<file path="src/rtl/ifetch_queue.sv">
// ---------------------------------------------------------------------------
// ifetch_queue
//
// Instruction fetch front end with a small prefetch buffer.  A fetch_pc
// register drives the instruction memory address directly. The memory
// returns the word in the same cycle. Each accepted fetch stores the
// {pc, word} pair in a circular FIFO of DEPTH entries. The consumer drains
// the FIFO through a valid/ready handshake. A redirect flushes every
// buffered entry and restarts fetching at the new (word-aligned) address.
//
// Parameters
//   DEPTH       number of buffered instructions (power of two, >= 2)
//   RESET_PC    first fetch address after reset
//
// Ports
//   clk          in   clock, all state updates on the rising edge
//   reset_n      in   asynchronous active-low reset
//   imem_a       out  [31:0] fetch address to instruction memory
//   imem_rd      in   [31:0] instruction word for imem_a (same cycle)
//   redirect     in   flush-and-jump request
//   redirect_pc  in   [31:0] new fetch address, sampled when redirect=1
//   instr_valid  out  head entry present
//   instr_ready  in   consumer accepts the head entry
//   instr        out  [31:0] head instruction word (0 when empty)
//   instr_pc     out  [31:0] address of the head instruction (0 when empty)
// ---------------------------------------------------------------------------
module ifetch_queue #(
  parameter int          DEPTH    = 4,
  parameter logic [31:0] RESET_PC = 32'h0000_0000
) (
  input  logic        clk,
  input  logic        reset_n,
  output logic [31:0] imem_a,
  input  logic [31:0] imem_rd,
  input  logic        redirect,
  input  logic [31:0] redirect_pc,
  output logic        instr_valid,
  input  logic        instr_ready,
  output logic [31:0] instr,
  output logic [31:0] instr_pc
);

  localparam int               PTR_W    = $clog2(DEPTH);
  localparam int               CNT_W    = $clog2(DEPTH + 1);
  localparam logic [CNT_W-1:0] CNT_FULL = CNT_W'(DEPTH);
  localparam logic [CNT_W-1:0] CNT_ONE  = CNT_W'(1);
  localparam logic [PTR_W-1:0] PTR_ONE  = PTR_W'(1);

  logic [31:0]      fetch_pc;
  logic [PTR_W-1:0] rd_ptr;
  logic [PTR_W-1:0] wr_ptr;
  logic [CNT_W-1:0] count;

  logic [31:0]      q_pc   [DEPTH];
  logic [31:0]      q_word [DEPTH];

  logic             not_empty;
  logic             pop;
  logic             push;

  // Handshake decode. A full queue can still accept a fetch when the head
  // leaves in the same cycle, which keeps throughput at one per cycle.
  always_comb begin
    not_empty = (count != '0);
    pop       = not_empty & instr_ready & ~redirect;
    push      = ~redirect & ((count < CNT_FULL) | pop);
  end

  assign imem_a      = fetch_pc;
  assign instr_valid = not_empty;
  assign instr       = not_empty ? q_word[rd_ptr] : 32'h0;
  assign instr_pc    = not_empty ? q_pc[rd_ptr]   : 32'h0;

  // Control state: fetch address, pointers and occupancy.
  always_ff @(posedge clk or negedge reset_n) begin
    if (!reset_n) begin
      fetch_pc <= RESET_PC;
      rd_ptr   <= '0;
      wr_ptr   <= '0;
      count    <= '0;
    end else if (redirect) begin
      fetch_pc <= {redirect_pc[31:2], 2'b00};
      rd_ptr   <= '0;
      wr_ptr   <= '0;
      count    <= '0;
    end else begin
      if (push) begin
        fetch_pc <= fetch_pc + 32'd4;
        wr_ptr   <= wr_ptr + PTR_ONE;
      end
      if (pop) begin
        rd_ptr <= rd_ptr + PTR_ONE;
      end
      case ({push, pop})
        2'b10:   count <= count + CNT_ONE;
        2'b01:   count <= count - CNT_ONE;
        default: count <= count;
      endcase
    end
  end

  // Entry storage carries no reset. Stale contents are never observable
  // because the outputs are masked whenever count is zero.
  always_ff @(posedge clk) begin
    if (push) begin
      q_pc[wr_ptr]   <= fetch_pc;
      q_word[wr_ptr] <= imem_rd;
    end
  end

endmodule

</file>
<file path="config.mk">
export PLATFORM = sky130hd
export DESIGN_NAME = ifetch_queue
export DESIGN_NICKNAME = d
export VERILOG_FILES = /design/src/rtl/ifetch_queue.sv
export SDC_FILE = /design/constraint.sdc
export NUM_CORES = 1
export LEC_CHECK = 0
export ABC_AREA = 1
export ABC_CLOCK_PERIOD_IN_PS = 4600
export CAP_MARGIN = 20
export CORE_MARGIN = 1.5
export CORE_UTILIZATION = 35
export DETAILED_ROUTE_END_ITERATION = 8
export GPL_ROUTABILITY_DRIVEN = 0
export PLACE_DENSITY = 0.62
export RECOVER_POWER = 50
export SLEW_MARGIN = 20
export SYNTH_ARGS = -nofsm -noshare
export SYNTH_HDL_FRONTEND = slang
export SYNTH_SLANG_ARGS = --single-unit
</file>
<file path="constraint.sdc">
create_clock -name clk -period 4.6 [get_ports clk]
set_clock_uncertainty 0.1 [all_clocks]
set_input_delay 0.69 -clock clk [delete_from_list [all_inputs] [get_ports clk]]
set_output_delay 0.69 -clock clk [all_outputs]
set_load 0.05 [all_outputs]
</file>
; Word-level counts from Yosys, hierarchy flattened
; Memories as Yosys holds them, arrays and structs flattened.
; Index checks and enable logic that the tools add are counted.
[totals]
regBits = 39
ram_bits = 256
input_bits = 68
wordCells = 35
n_memories = 2
[memory_table]
columns = memory, words, width, rd, rd_ports_with_merged_regs, write_ports, line
row1 = q_pc, 4, 32, 1, 0, 1, 54  ; logic [31:0] q_pc [DEPTH];
row2 = q_word, 4, 32, 1, 0, 1, 55  ; logic [31:0] q_word [DEPTH];
[op_classes]
add_sub_neg = 5
magnitude_cmp = 1
n_eq_ne = 2
n_mux = 12
bitwise_logic = 5
reduce_logical = 4
[op_table]
columns = cell, n
row1 = 2-to-1 mux 32 bit, 4
row2 = adder 32 x 3 -> 32 bit (second input constant), 1
row3 = 2-to-1 mux 2 bit, 4
row4 = one-hot mux 3 bit (2 select lines), 1
row5 = nonzero test 3 bit, 2
row6 = adder 2 x 1 -> 2 bit (second input constant), 2
row7 = nonzero test 2 bit, 2
row8 = adder 3 x 1 -> 3 bit (second input constant), 1
row9 = bitwise AND 1 bit, 3
row10 = < comparator 3 bit (second input constant), 1
row11 = 2-to-1 mux 3 bit, 1
row12 = subtractor 3 x 1 -> 3 bit (second input constant), 1
row13 = equality test 2 x 1 -> 1 bit (second input constant), 1
row14 = equality test 2 bit (second input constant), 1
row15 = 2-to-1 mux 1 bit, 2
row16 = NOT 1 bit, 1
row17 = OR 1 bit, 1

; Logic depth before layout (Yosys ltp)
; Gate-level depths: netlist of run 1.
[logic_depth]
word_depth = 8
depth_mapped = 10

; Worst setup path after synthesis of run 1
; OpenSTA, ideal clock, no wires.
[synth_path]
path_kind = input to register
from = input instr_ready
to = memory q_pc[0][10], enable pin
setup_time_ps = 482
arrival_time_ps = 3706
required_ps = 4018
setup_slack_ps = 312
cell_stages = 4
n_path_buf = 0
cell_sequence = inv_1 -> o21ai_2 -> nand2_2 -> nor2_1
[synth_between]
elab_chain_len = 6
[synth_lines]
columns = item, line
row1 = from (decl), 38  ; input logic instr_ready,
row2 = bitwise AND 1 bit (2 in series), 65  ; pop = not_empty & instr_ready & ~redirect;
row3 = OR 1 bit, 66  ; push = ~redirect & ((count < CNT_FULL) | pop);
row4 = bitwise AND 1 bit, 66
row5 = 2-to-1 mux 1 bit, 105  ; if (push) begin
row6 = 2-to-1 mux 1 bit (implied by the code), 106  ; q_pc[wr_ptr] <= fetch_pc;
row7 = to (decl), 54
; No other way between the ends.

; Final worst setup path of run 1
[layout_path]
from = register rd_ptr[1]
to = output instr_pc[14]
[layout_between]
elab_chain_len = 2
[layout_lines]
columns = item, line
row1 = from (decl), 50  ; logic [PTR_W-1:0] rd_ptr;
row2 = from (signal assigned), 92  ; rd_ptr <= rd_ptr + PTR_ONE;
row3 = memory (4 x 32 bit), -
row4 = 2-to-1 mux 32 bit, 72  ; assign instr_pc = not_empty ? q_pc[rd_ptr] : 32'h0;
row5 = to (decl), 40  ; output logic [31:0] instr_pc
; No other way between the ends.

==> results of run 1 <==
## power by group
group | leakage, uW | internal (uW) | switching, uW
logic | 0.00233 | 1180 | 2870
clock network | 0.000510 | 1500 | 976
registers | 0.00270 | 3310 | 301
## synthesized netlist by cell type, drive strengths merged (2+ instances only)
library cell,instances
a22oi,5
xor2,3
o21ai,152
clkbuf,27
dfrtp,37
ha,5
buf,33
nand2,151
edfxtp,248
nor3,2
nand3,43
a21oi,68
inv,53
nor2,312
a211oi,2
a31oi,2
or2,4
clkinv,6
## logic make-up after synthesis
kind of cell | count (synthesis) | share of synthesized area, %
AOI/OAI and AO/OA | 232 | 9.73
xor gates and xnor gates | 4 | 0.285
adders and majority gates | 6 | 0.671
buffers and inverters | 119 | 4.25
DFF | 285 | 68.0
other | 1 | 0.0305
and+or+nand+nor | 515 | 17.0
## layout make-up
class,count,area (um^2)
clock inverter,12,145
multi-input combinational,762,3430
tap,455,569
timing repair buffer,177,1800
clock buffer,45,888
sequential,285,8380
fill,3244,19100
antenna,3,7.51
inverter,59,223
## metal layers
layer / vias to the layer above / global-route usage [%] / wire length [um]
met1: 4252 / 23.8 / 14000
met4: 0 / 4.60 / 613
met3: 54 / 2.61 / 2130
met5: - / 0 / 0
met2: 290 / 28.6 / 14700
li1: 4280 / - / -
## worst paths after layout
check	startpoint	to	depth (start not counted)
max in group asynchronous	reset_n	rd_ptr[0]	1
worst max register to register	count[2]	q_word[2][8]	4
worst max-delay path	rd_ptr[1]	instr_pc[14]	6
worst min register to register	count[1]	count[1]	2
worst min-delay path	count[1]	count[1]	2
min in group asynchronous	reset_n	imem_a[28]	1
## worst min-delay path: stages (launching register included)
cell	delay (ns)
sky130_fd_sc_hd__dfrtp_1	0.39
sky130_fd_sc_hd__nand2_1	0.06
sky130_fd_sc_hd__o21ai_0	0.07
## metrics by stage
step,cells,total power [uW]
after global routing,1795,10600
after floorplan,1166,6250
final,1798,10100
after CTS,1795,10300
after detailed placement,1738,7760
after global placement,1738,7730
## sequential cells by signal (all words and copies together), names as in the netlist
| register | flops |
|---|---|
| q_word | 128 |
| count | 3 |
| imem_a | 30 |
| wr_ptr | 2 |
| q_pc | 120 |
| rd_ptr | 2 |
==> impl_summary.txt, run 1 <==
----------------------------------------------------
[Outcome]
  Status ... complete, but fails checks
  Violated checks ... max-capacitance violations, max-slew violations

[Global route]
  Number of global-route vias before repair ... 8786
  Number of antenna violations at the first check in global routing ... 0
  Maximum number of pins on one net before global-route repair ... 126
  First-pass GRT wire length ... 48700 um
  Global routing usage summed across all routing layers ... 17.3%
  Sum of overflow across all layers after global routing ... 0

[Final layout]
  Most used cells in the layout excluding fill and tap cells ... 302 x sky130_fd_sc_hd__nor2_1, 248 x sky130_fd_sc_hd__edfxtp_1, 149 x sky130_fd_sc_hd__o21ai_0
  Final core utilization ... 44.7%
  Net total in the final layout ... 1390
  Post-route cell area ... 0.0154 mm^2
  Commonest non-fill, non-tap cell in the layout ... sky130_fd_sc_hd__nor2_1
  Area growth from synthesis to layout ... 25.5%
  Layout cell share with drive strength beyond 1 ... 7.31%

[Clocking]
  Clock sinks ... 285
  CTS Root Buffer Type ... sky130_fd_sc_hd__clkbuf_16
  Post-CTS setup buffers ... 0
  Count of H-tree levels built during CTS ... 1
  Gates resized, CTS repair ... 0
  Clock tree from TritonCTS ... done
  Number of buffers added to fix hold violations after cts ... 0
  Clock insertion delay at the later pin of the skew report ... 0.56 ns
  Number of buffers created by CTS ... 31
  CTS clock-pin slew for the worst setup and hold paths ... 0.06 ns
  Buffer depth of the longest clock path ... 3

[Floorplanning]
  Horiz. Die Dim ... 190 um
  Core box area ... 0.0345 mm^2
  Initial core utilization ... 35.6%
  Boundary pin count ... 165
  Die height ... 190 um
  Row count ... 68
  Die Footprint ... 0.0363 mm^2

[Worst setup path]
  Kind of end point of the critical path ... primary output
  Cell chain of the critical path ... inv_2 -> buf_12 -> nor2_1 -> o21ai_0 -> a21oi_1 -> clkdlybuf4s50_1
  Register-to-register path setup slack ... 2.15 ns
  Setup CP Type ... register to primary output
  Launching element type of the critical path ... register
  Biggest fanout along the worst timing path ... 46
  Crit path max-delay cell type ... sky130_fd_sc_hd__clkdlybuf4s50_1
  Req. time, crit path ... 3.81 ns
  Crit-path max cell delay ... 0.87 ns
  Crit path DAT ... 3.26 ns
  Worst path buffer plus inverter count ... 3
  Delay-heaviest family, CP ... buffers and inverters

[Placed design]
  DPL Wire Length ... 18600 um
  Post-placement setup slack ... 1.12 ns
  Standard cell area after detailed placement ... 0.0144 mm^2
  Number of buffer cells added on primary ports ... 158

[Synth]
  Gate count of the mapped netlist ... 1162
  Top-area cell type share of the netlist area ... 60.5%
  Number of enable flip-flop cells after synthesis ... 248
  Cell type with the largest total area after synthesis ... sky130_fd_sc_hd__edfxtp_1
  Async SR Flop Fraction ... 13.0%
  Cell types with the largest area share after synthesis ... sky130_fd_sc_hd__edfxtp_1 61%, sky130_fd_sc_hd__nor2_1 9.2%, sky130_fd_sc_hd__dfrtp_1 7.5%, sky130_fd_sc_hd__o21ai_0 6.0%, sky130_fd_sc_hd__nand2_1 4.3%
  Distinct cell type count after synthesis ... 41
  Fraction of the yosys area taken by sequential cells ... 68.0%
  FF+latch count, synth ... 285
  Predominant post-synthesis flop cell ... sky130_fd_sc_hd__edfxtp_1
  Summed instance area of the synthesized netlist ... 0.0123 mm^2
  Average cell area after synthesis ... 10.6 um^2
  Yosys warning total ... 0

[STA]
  Min Tclk post-route ... 4.05 ns
  Number of setup violations in the final report ... 0
  Tightest Pin Transition ... 2.22 ns
  Setup slack of the critical path after layout ... 0.548 ns
  Setup TNS ... 0 ns
  Post-Route Hold Slack ... 0.467 ns
  Max-slew violation count ... 83
  Ratio of final minimum period to clock period ... 88.1%
  RSZ-0062 raised after global routing ... false
  Max frequency ... 247 MHz
  Final hold viol count ... 0
  Headroom to the max-slew limit ... -48.1%

[Power and ir drop]
  Worst IR drop on VDD ... 0.312 mV
  Power density cells ... 656 mW/mm^2
  Total leakage power ... 0.00554 uW

[Route]
  WL final ... 31500 um
  Drt first-iter violations ... 510
  Via Count ... 8876
  Routed length per placed instance ... 17.5 um
  Total DRC errors in the routed layout ... 0
  Number of detailed-routing iterations run before antenna repair ... 4
  Number of nets with antenna violations after detailed routing ... 0
  Average via count per standard cell ... 4.94

[Worst hold path]
  Hold Path Class ... register to register

[Job]
  Max capacitance violation total ... 2

----------------------------------------------------
No activity file was read; power rests on OpenSTA's default activity.
==> run 2: changes to the inputs <==
Settings changed: SKIP_LAST_GASP from default to 1.
==> results of run 2 <==
No change in the layout: final DEF, timing and power equal those of run 1.
==> run 3: changes to the inputs <==
Settings changed: ABC_CLOCK_PERIOD_IN_PS 4600 to 4750, PLACE_DENSITY 0.62 to 0.61.
Clock period 4.6 ns to 4.75 ns, I/O delays scaled along.
==> run 3 against run 2 <==
The flow now finishes without violations. Sequential share of layout area rose by 0.23 points. Worst setup slack improved by 0.041 ns. Via count barely moved. Routed wire length fell by 0.99%. Sequential power fell by 3%. Final area fell by 0.41%. Cell count fell by 0.17%. Flip-flop and latch count did not move. Count of clock-buffer cells in the layout fell by 3. Hold slack got worse by 0.026 ns. Register-to-register slack got worse by 0.41 ns.
==> impl_summary.txt, run 3 (same netlist as run 1, synthesis figures left out) <==
----------------------------------------------------
[Route]
  Total DRC errors in the routed layout ... 0 (unchanged)
  Number of nets with antenna violations after detailed routing ... 0 (unchanged)
  Via Count ... 8870 (was 8876)
  Routed length per placed instance ... 17.3 um (was 17.5 um)
  Drt first-iter violations ... 471 (was 510)
  WL final ... 31100 um (was 31500 um)
  Number of detailed-routing iterations run before antenna repair ... 5 (was 4)
  Average via count per standard cell ... 4.94 (about the same)

[Clocking]
  Gates resized, CTS repair ... 0 (unchanged)
  Clock sinks ... 285 (unchanged)
  CTS clock-pin slew for the worst setup and hold paths ... 0.06 ns (about the same)
  Clock insertion delay at the later pin of the skew report ... 0.56 ns (about the same)
  Clock tree from TritonCTS ... done (unchanged)
  Number of buffers created by CTS ... 30 (was 31)
  Number of buffers added to fix hold violations after cts ... 0 (unchanged)
  Buffer depth of the longest clock path ... 3 (unchanged)
  Post-CTS setup buffers ... 0 (unchanged)
  CTS Root Buffer Type ... sky130_fd_sc_hd__clkbuf_16 (unchanged)
  Count of H-tree levels built during CTS ... 1 (unchanged)

[STA]
  Max frequency ... 240 MHz
  Final hold viol count ... 0 (unchanged)
  RSZ-0062 raised after global routing ... false (unchanged)
  Setup slack of the critical path after layout ... 0.589 ns (was 0.548 ns)
  Max-slew violation count ... 0 (was 83)
  Headroom to the max-slew limit ... 11.9% (was -48.1%)
  Post-Route Hold Slack ... 0.442 ns (was 0.467 ns)
  Setup TNS ... 0 ns (unchanged)
  Ratio of final minimum period to clock period ... 87.6%
  Tightest Pin Transition ... 1.32 ns (was 2.22 ns)
  Number of setup violations in the final report ... 0 (unchanged)
  Min Tclk post-route ... 4.16 ns

[Power and ir drop]
  Power, Total ... 9640 uW (was 10100 uW)
  Worst IR drop on VDD ... 0.372 mV (was 0.312 mV)
  Total leakage power ... 0.00550 uW (was 0.00554 uW)
  Power density cells ... 627 mW/mm^2 (was 656 mW/mm^2)

[Final layout]
  Largest reg by FF count ... q_word (unchanged)
  Commonest non-fill, non-tap cell in the layout ... sky130_fd_sc_hd__nor2_1 (unchanged)
  Most used cells in the layout excluding fill and tap cells ... 299 x sky130_fd_sc_hd__nor2_1, 248 x sky130_fd_sc_hd__edfxtp_1, 150 x sky130_fd_sc_hd__o21ai_0 (was 302 x sky130_fd_sc_hd__nor2_1, 248 x sky130_fd_sc_hd__edfxtp_1, 149 x sky130_fd_sc_hd__o21ai_0)
  Filler Cells Inserted ... 3222 (was 3244)
  Final core utilization ... 44.5% (was 44.7%)
  Net total in the final layout ... 1389 (was 1390)
  Area growth from synthesis to layout ... 25.0% (was 25.5%)
  Layout cell share with drive strength beyond 1 ... 6.65% (was 7.31%)
  Area used by multi-input combinational logic ... 0.00344 mm^2 (was 0.00343 mm^2)
  Area taken by flip-flops and latches ... 0.00838 mm^2 (unchanged)
  Flip-flop count of the largest register after layout ... 128 (unchanged)

[Floorplanning]
  Row count ... 68 (unchanged)
  Initial core utilization ... 35.6% (unchanged)
  Die Footprint ... 0.0363 mm^2 (unchanged)
  Boundary pin count ... 165 (unchanged)
  Horiz. Die Dim ... 190 um (unchanged)
  Die height ... 190 um (unchanged)
  Core box area ... 0.0345 mm^2 (unchanged)

[Global route]
  Sum of overflow across all layers after global routing ... 0 (unchanged)
  Global routing usage summed across all routing layers ... 17.1% (was 17.3%)
  Number of global-route vias before repair ... 8658 (was 8786)
  Maximum number of pins on one net before global-route repair ... 77 (was 126)
  Number of antenna violations at the first check in global routing ... 0 (unchanged)
  First-pass GRT wire length ... 48000 um (was 48700 um)

[Worst setup path]
  Crit path max-delay cell type ... sky130_fd_sc_hd__clkdlybuf4s50_1 (unchanged)
  Kind of end point of the critical path ... primary output (unchanged)
  Crit path DAT ... 3.35 ns (was 3.26 ns)
  Crit-path max cell delay ... 0.90 ns (was 0.87 ns)
  Setup CP Type ... register to primary output (unchanged)
  Launching element type of the critical path ... register (unchanged)
  Register-to-Register Path Depth ... 6 (was 4)
  Cell chain of the critical path ... inv_2 -> buf_12 -> nor2_1 -> o21ai_0 -> a21oi_1 -> clkdlybuf4s50_1 (unchanged)
  Req. time, crit path ... 3.94 ns (was 3.81 ns)
  Biggest fanout along the worst timing path ... 33 (was 46)

[Outcome]
  Status ... finished, final reports clean (was complete, but fails checks)

[Placed design]
  Number of buffer cells added on primary ports ... 158 (unchanged)
  Post-placement setup slack ... 0.780 ns (was 1.12 ns)
  DPL Wire Length ... 18700 um (was 18600 um)

[Worst hold path]
  Number of cells on the worst hold path ... 2 (unchanged)
  Hold Path Class ... register to register (unchanged)

[Job]
  Max capacitance violation total ... 0 (was 2)

----------------------------------------------------
## run 3: cell count changes in the layout (fill, tap and decap cells not counted), sizes merged
cell,delta
clkdlybuf4s50,-1
clkbuf,-6
diode,-1
bufinv,-1
clkinvlp,+2
dlygate4sd3,+2
buf,+2
## run 3: cell type report
type | instances | share of cell area [%]
clock inverters | 13 | 0.757
inverters | 59 | 1.45
flip-flops and latches | 285 | 54.5
clock buffers | 42 | 5.31
repair buffers | 177 | 11.9
multi-input cells | 762 | 22.4
well taps | 455 | 3.70
diodes | 2 | 0.0326
## run 3: path summary, 6_finish.rpt
kind | startpoint | end | slack (ns)
max | rd_ptr[1] | instr_pc[31] | 0.59
min | count[2] | count[2] | 0.44
max reg2reg | count[2] | imem_a[16] | 1.74
min reg2reg | count[2] | count[2] | 0.44
max in group asynchronous | reset_n | imem_a[8] | 2.65
min in group asynchronous | reset_n | imem_a[25] | 0.59
## run 3: metrics by stage
step	std cells	cell area, um^2
detailed placement	1737	14500
finish	1795	15400
global placement	1737	14500
floorplan	1166	12300
CTS	1792	15400
global route	1793	15400
## run 3: worst max-delay path: cells and delay by family, from the launching register on
family | cells | cell delay [ns]
buffers and inverters | 3 | 1.69
AND/OR/NAND/NOR | 1 | 0.12
flip-flops | 1 | 0.72
AO/OA/AOI/OAI | 2 | 0.26
## run 3: per-layer routing
layer / vias up / GRT usage, % / share of wire [%]
li1: 4275 / - / -
met1: 4292 / 23.4 / 46
met2: 264 / 28.5 / 46
met3: 39 / 2.52 / 5.4
met4: 0 / 3.85 / 1.8
met5: - / 0 / 0
## run 3: report_power, final
part           total, uW  internal [uW]  switching (uW)
clock               2220           1300             917
combinational       3910           1150            2760
sequential          3510           3200             312
